### config.mk
export PLATFORM = sky130hd
export DESIGN_NAME = po2_weight_encode
export DESIGN_NICKNAME = d
export VERILOG_FILES = /design/src/rtl/po2_pkg.sv /design/src/rtl/po2_weight_encode.sv
export SDC_FILE = /design/constraint.sdc
export NUM_CORES = 1
export LEC_CHECK = 0
export ABC_CLOCK_PERIOD_IN_PS = 3550
export BUFFER_PORTS_ARGS = -buffer_cell sky130_fd_sc_hd__buf_2
export CORE_AREA = 2 2 104 106
export DETAILED_ROUTE_END_ITERATION = 8
export DIE_AREA = 0 0 106 108
export PLACE_DENSITY_LB_ADDON = 0.25
export SLEW_MARGIN = 10
export SYNTH_ARGS = -nofsm -noshare
export SYNTH_HDL_FRONTEND = slang
export SYNTH_SLANG_ARGS = --single-unit
export TNS_END_PERCENT = 30
### constraint.sdc
create_clock -name clk -period 3.55 [get_ports clk]
set_input_delay 0.71 -clock clk [delete_from_list [all_inputs] [get_ports clk]]
set_output_delay 0.71 -clock clk [all_outputs]
set_load 0.005 [all_outputs]
### src/rtl/po2_pkg.sv
// po2_pkg: definitions shared by the power-of-two weight encoder (po2_weight_encode)
// and the power-of-two multiplier (po2_multiply).
//   PO2_W / PO2_I / PO2_F : default weight width, integer bits and fractional bits
//   ZERO_SHIFT            : shift code reported for a zero weight (all ones)
//   po2_state_e           : encoder FSM states
//   one_fixed()           : fixed-point representation of 1.0 for a given W/I split
package po2_pkg;

    localparam int unsigned PO2_W = 16;
    localparam int unsigned PO2_I = 4;
    localparam int unsigned PO2_F = PO2_W - PO2_I;

    localparam logic [PO2_W-1:0] ZERO_SHIFT = '1;

    typedef enum logic [2:0] {
        StIdle,
        StAbs,
        StScan,
        StRound,
        StDone
    } po2_state_e;

    // 1.0 in Q(i).(w-i) is 2^(w-i).
    function automatic logic [31:0] one_fixed(input int unsigned w, input int unsigned i);
        return 32'd1 << (w - i);
    endfunction

endpackage

### src/rtl/po2_weight_encode.sv
// po2_weight_encode: converts a signed Q(I).(F) weight into sign + right-shift form,
// |weight| ~= 2^-log_2_weight, rounding the leading-one position to the nearest power.
// The leading-one search is sequential: one shift per cycle.
// Ports:
//   clk, rst        : clock; asynchronous active-high reset
//   in_v, in_ready  : input handshake (in_ready only while idle)
//   weight          : signed Q(I).(F) weight, sampled on accept
//   out_v, out_ready: output handshake; results held while out_ready is low
//   negative_weight : weight < 0
//   log_2_weight    : shift amount k
//   is_zero         : weight == 0; log_2_weight is all ones and carries no meaning
//   clipped         : |weight| > 1.0, saturated to shift 0
module po2_weight_encode
    import po2_pkg::*;
#(
    parameter int unsigned W = PO2_W,
    parameter int unsigned I = PO2_I
) (
    input  logic                clk,
    input  logic                rst,
    input  logic                in_v,
    output logic                in_ready,
    input  logic signed [W-1:0] weight,
    output logic                out_v,
    input  logic                out_ready,
    output logic                negative_weight,
    output logic [W-1:0]        log_2_weight,
    output logic                is_zero,
    output logic                clipped
);

    localparam int unsigned FracW = W - I;
    localparam logic [W-1:0] One = W'(one_fixed(W, I));

    po2_state_e     state_q, state_d;
    logic [W-1:0]   weight_q, weight_d;
    logic [W-1:0]   m_q, m_d;
    logic [W-1:0]   k_q, k_d;
    logic           neg_q, neg_d;
    logic [W-1:0]   log2_q, log2_d;
    logic           zero_q, zero_d;
    logic           clip_q, clip_d;
    logic           out_v_q, out_v_d;
    logic [W-1:0]   mag;

    // Two's-complement magnitude; the most negative value maps to 2^(W-1) unsigned.
    assign mag = weight_q[W-1] ? (~weight_q + W'(1)) : weight_q;

    always_comb begin
        state_d  = state_q;
        weight_d = weight_q;
        m_d      = m_q;
        k_d      = k_q;
        neg_d    = neg_q;
        log2_d   = log2_q;
        zero_d   = zero_q;
        clip_d   = clip_q;
        out_v_d  = out_v_q;

        case (state_q)
            StIdle: begin
                if (in_v) begin
                    weight_d = weight;
                    state_d  = StAbs;
                end
            end
            StAbs: begin
                neg_d = weight_q[W-1];
                if (mag == '0) begin
                    zero_d  = 1'b1;
                    neg_d   = 1'b0;
                    log2_d  = '1;
                    state_d = StDone;
                end else if (mag >= One) begin
                    log2_d  = '0;
                    clip_d  = (mag > One);
                    state_d = StDone;
                end else begin
                    m_d     = mag;
                    k_d     = '0;
                    state_d = StScan;
                end
            end
            StScan: begin
                if (m_q >= One) begin
                    state_d = StRound;
                end else begin
                    m_d = m_q << 1;
                    k_d = k_q + W'(1);
                end
            end
            StRound: begin
                // Mantissa >= 1.5 (ties included) rounds up to the next larger power,
                // i.e. one less shift. k >= 1 here because mag < 1.0 reached SCAN.
                log2_d  = m_q[FracW-1] ? (k_q - W'(1)) : k_q;
                out_v_d = 1'b1;
                state_d = StDone;
            end
            StDone: begin
                // Zero/clip results arrive from ABS with out_v still low; raising it one
                // edge later gives those fast paths a fixed two-edge latency.
                if (!out_v_q) begin
                    out_v_d = 1'b1;
                end else if (out_ready) begin
                    out_v_d = 1'b0;
                    zero_d  = 1'b0;
                    clip_d  = 1'b0;
                    state_d = StIdle;
                end
            end
            default: begin
                state_d = StIdle;
            end
        endcase
    end

    always_ff @(posedge clk or posedge rst) begin
        if (rst) begin
            state_q  <= StIdle;
            weight_q <= '0;
            m_q      <= '0;
            k_q      <= '0;
            neg_q    <= 1'b0;
            log2_q   <= '0;
            zero_q   <= 1'b0;
            clip_q   <= 1'b0;
            out_v_q  <= 1'b0;
        end else begin
            state_q  <= state_d;
            weight_q <= weight_d;
            m_q      <= m_d;
            k_q      <= k_d;
            neg_q    <= neg_d;
            log2_q   <= log2_d;
            zero_q   <= zero_d;
            clip_q   <= clip_d;
            out_v_q  <= out_v_d;
        end
    end

    assign in_ready        = (state_q == StIdle);
    assign out_v           = out_v_q;
    assign negative_weight = neg_q;
    assign log_2_weight    = log2_q;
    assign is_zero         = zero_q;
    assign clipped         = clip_q;

endmodule

* Word-level counts from Yosys, hierarchy flattened *
Index checks and enable logic that the tools add are counted.

operators by class
  add/sub/neg operators = 3
  order comparisons = 3
  equality and inequality tests = 14
  mux-type cells = 31
  bitwise logic cells = 1
  reductions and logical operators = 12

operator list
  cell                                                             count
  2-to-1 mux 16 bit                                                10
  one-hot mux 16 bit (2 select lines)                              3
  adder 16 x 1 -> 16 bit, second input constant                    2
  >= comparator 16 x 13 -> 1 bit, second input constant            2
  2-to-1 mux 3 bit                                                 6
  != test 2 bit, second input constant                             9
  greater-than comparator 16 x 13 -> 1 bit, second input constant  1
  zero test 16 bit                                                 1
  inverter 16 bit                                                  1
  subtractor 16 x 1 -> 16 bit, second input constant               1
  one-hot mux 3 bit (5 select lines)                               1
  AND reduction 4 bit                                              3
  2-to-1 mux 1 bit                                                 8
  nonzero test 2 bit                                               4
  equality test 3 x 2 -> 1 bit, second input constant              2
  one-hot mux 1 bit (2 select lines)                               3
  AND reduction 5 bit                                              1
  AND reduction 2 bit                                              2
  equality test 3 x 1 -> 1 bit, second input constant              1
  equality test 3 bit, second input constant                       1
  zero test 3 bit                                                  1
  != test 3 bit, second input constant                             1

word-level totals
  bits in registers = 71
  input port bits = 20
  output and inout bits = 21
  word-level logic and storage cells = 73

* Depth between registers and ports, before layout *
  word-level depth = 7
  depth in mapped cells = 10
  depth with buffers taken out = 9

* Least setup slack after synthesis *
Ideal clock, no wire load.

  kind = reg-to-reg
  start point = register weight_q[1]
  end point = register log2_q[10] (netlist: log_2_weight[10])
  setup time = 0.123 ns
  data arrival time = 2.877 ns
  required time = 3.427 ns
  slack = 0.550 ns
  stages on the path, launching flop included = 11
  buffers on the path = 1
  period minus slack after synthesis = 3.000 ns
  path through = dfrtp_1 inv_1 ha_1 or4b_1 or3_1 mux2i_1 o32ai_1 nor2_1 o21a_1 buf_2 o221a_2

on the way
  longest elaborated chain between the ends = 6
  elaborated cells between the ends (all ways) = 9
  classes of those cells = add/sub (1); order compare (1); eq/ne (1); mux (3); bitwise (1); reduce/logical (2)

RTL lines
  element                                                                                      RTL line                                          source
  start, declared                                                                              po2_weight_encode.sv:36                           logic [W-1:0] weight_q, weight_d;
  start signal, assigned                                                                       po2_weight_encode.sv:130                          weight_q <= weight_d;
  inverter 16 bit                                                                              po2_weight_encode.sv:47                           assign mag = weight_q[W-1] ? (~weight_q + W'(1)) : weight_q;
  adder 16 x 1 -> 16 bit                                                                       po2_weight_encode.sv:47
  2-to-1 mux 16 bit *                                                                          po2_weight_encode.sv:47
  >= comparator 16 x 13 -> 1 bit / zero test 16 bit (equally long branches)                    po2_weight_encode.sv:74, po2_weight_encode.sv:69
  != test 3 bit (no line) / 2-to-1 mux 16 bit (equally long branches)                          n/a
  AND reduction 2 bit (no line) / one-hot mux 16 bit (2 select lines) (equally long branches)  n/a
  end signal, assigned                                                                         po2_weight_encode.sv:134                          log2_q <= log2_d;
  end, declared                                                                                po2_weight_encode.sv:40                           logic [W-1:0] log2_q, log2_d;

Mark *: on every way between the ends. The rest lies on a longest branch, timed or not.
A chain may end at the register's enable or synchronous reset.

* Worst setup path in the final report *
  start point = register weight_q[0]
  end point = register log2_q[15] (netlist: log_2_weight[15])

Same word-level chain as after synthesis.

==> reports/results.ini <==
[run_status]
run_status = complete, no violations

[sta]
worst_pin_slew_ps = 829
rsz0062_at_grt = false
relSlewSlack = 0.446
hold_slack_ps = 399
clock.fmax_mhz = 306
skew_ps = 9.16
layout_setup_ws_ps = 286
finalSetupTns_ps = 0
fin_crit_sh = 0.920
setup_viol_count_final = 0
period_needed_ps = 3260
finalHoldViolCount = 0
slew_violations = 0

[place]
post-place-ws_ps = 216
portBuffers = 40
dp_hpwl_um = 6700
dp.cells = 581
place.gp.congestion = 0.811
placed_cell_area_um2 = 4300

[synthesis]
ys_ff_latch = 71
syn_area_um2 = 4040
syn_nets = 457
syn_avg_cell_area_um2 = 9.30
synth.area.top_cells = dfrtp_1 (44%), nand2_1 (4.9%), mux2_2 (4.2%)
seq_area_frac_synth = 0.440
yosysWarnings = 0
yosys.area.top_type = dfrtp_1
synthesis.instances = 434
synth_top_area_share = 0.440
yosysMostFrequentCell = dfrtp_1
synth_top_cells_by_count = dfrtp_1 (71), nand2_1 (53), o21ai_0 (31)
async_flop_share = 1.00
synth-edff-count = 0
synth_cell_types = 54
synth-main-ff-cell = dfrtp_1

[setup_path]
worstPathArrival_ps = 3500
worstSetupPathType = reg -> reg
cp_max_fo = 14
critPathLaunchType = register
endpoint_kind = register
crit_path_start = weight_q[0]$_DFFE_PP0P_
r2r-start = weight_q[0]$_DFFE_PP0P_
required_ps = 3790

[cts]
clockRootBuffer = clkbuf_8
clkTransAtPathRegs_ps = 90
clk_latency_ps = 350
htree_levels = 3
cts_buffer_depth = 2
hold_buffers = 0
cts_tree = yes
cts_made_buffers = 9
cts.sinks = 71

[die]
die_area_um2 = 11400
die_h_um = 108
die_w_um = 106
design.core.area_um2 = 10200
rows = 37
boundaryPins = 41
start_util = 0.395

[cells_and_area]
antennaDiodeCount = 0
final_area_um2 = 4550
multiInputGateArea_um2 = 2080
syn2layout_area_growth_pct = 12.8
stdcell_count = 597
drive_above_1_share = 0.221
regArea_um2 = 1780
final_nets = 479
n_fill_cell = 988

[routing]
vias = 3257
remaining_drc_errors = 0
viasPerCell = 5.46
drt.antenna.violating_nets = 0
drt-total-wl_um = 9220
post_drt_wl_per_cell_um = 15.4
drtIter0Drc = 124
first_pass_iters = 4

[power]
comb_power_share = 0.415
switchingPower_w = 0.00150
cellPowerDensity_nw_per_um2 = 850
clockPowerShare = 0.213
seqPwrFrac = 0.372
internal-power_w = 0.00237
swShare = 0.388
peakVddDrop_mv = 0.398
p_leak_nw = 2.00

[global_route]
antenna_found_initial = 0
grt_pass1_wl_um = 16100
grt_max_degree = 28
grt_pass1_vias = 3274
grt_overflow = 0
grt.total_usage = 0.176

[hold_path]
hold_path.class = in -> async

[job]
max_cap_violations = 0

==> stage by stage <==
step,utilization,total power [W]
2_1_floorplan,-,0.00264
3_3_place_gp,0.420,0.00303
3_5_place_dp,0.420,0.00307
4_1_cts,0.445,0.00390
5_1_grt,0.445,0.00418
6_report,0.445,0.00387
==> placed cells by master, fill, tap and decap left out, types with 6 or more instances in the layout <==
| cell | Yosys | layout |
|---|---|---|
| nand2_1 | 53 | 53 |
| mux2_4 | 7 | 7 |
| xor2_1 | 18 | 18 |
| nor2_1 | 26 | 26 |
| inv_1 | 10 | 9 |
| nand3_1 | 17 | 17 |
| o21ai_0 | 31 | 31 |
| a21oi_1 | 16 | 16 |
| mux2_2 | 15 | 15 |
| dfrtp_1 | 71 | 71 |
| nor3_1 | 21 | 21 |
| or3_1 | 11 | 11 |
| nor2b_1 | 6 | 6 |
| nor4_1 | 8 | 8 |
| clkbuf_8 | 0 | 10 |
| o221a_2 | 10 | 10 |
| xnor2_1 | 7 | 7 |
| o211ai_1 | 6 | 6 |
| buf_2 | 3 | 40 |
==> worst max-delay path, stage by stage (launching register included) <==
cell and delay [ps]:
dfrtp_1 450, inv_1 110, ha_1 230, or4b_1 560, or3_1 400, mux2i_1 140, o32ai_1 420, nor2_1 190
o21a_2 350, o221a_2 300
==> power by group through the flow <==
stage / Combinational, W / Clock [W] / Sequential, W
2_1_floorplan: 0.00137 / 0 / 0.00127
3_3_place_gp: 0.00158 / 0 / 0.00145
3_5_place_dp: 0.00162 / 0 / 0.00145
4_1_cts: 0.00162 / 0.000839 / 0.00144
5_1_grt: 0.00181 / 0.000871 / 0.00149
6_report: 0.00160 / 0.000824 / 0.00144
==> what timing repair did <==
item,4_1_cts,5_1_grt
buffers inserted,0,0
resized for setup,0,1
endpoints found under the setup margin,0,10
==> final timing paths <==
check	slack, ps	to	cells after the start
max	290	log_2_weight[15]$_DFFE_PP0P_	9
min	400	log_2_weight[10]$_DFFE_PP0P_	2
max reg2reg	290	log_2_weight[15]$_DFFE_PP0P_	9
min reg2reg	480	negative_weight$_DFFE_PP0P_	2
max in group asynchronous	2410	m_q[12]$_DFFE_PP0P_	3
min in group clk	480	negative_weight$_DFFE_PP0P_	2
==> registers in the layout (all words and copies together), names as in the netlist <==
register         cells
state_q              3
is_zero              1
weight_q            16
k_q                 16
clipped              1
out_v                1
m_q                 16
negative_weight      1
log_2_weight        16
==> per-layer routing <==
metal / global-route usage / share of wire
met5: 0 / 0
met4: 0.0385 / 0.0099
met3: 0.0398 / 0.028
met2: 0.304 / 0.49
met1: 0.227 / 0.47
==> cells by family (layout without fill, tap and decap cells) <==
| family | after synthesis | count (layout) | share of synthesized area |
|---|---|---|---|
| fa+ha+maj | 3 | 3 | 0.00930 |
| xor+xnor | 25 | 25 | 0.0542 |
| flops | 71 | 71 | 0.440 |
| simple gates | 173 | 173 | 0.219 |
| compound gates | 92 | 92 | 0.154 |
| mux | 26 | 26 | 0.0778 |
| buf+inv | 44 | 71 | 0.0456 |
==> layout make-up <==
type                       count  area share
clock buffer                  10      0.0302
inverter                      10     0.00824
tap                          136      0.0374
multi-input combinational    319       0.456
sequential                    71       0.390
clock inverter                 6      0.0256
timing repair buffer          45      0.0522
Note: power is estimated with default switching activity, not from simulation.
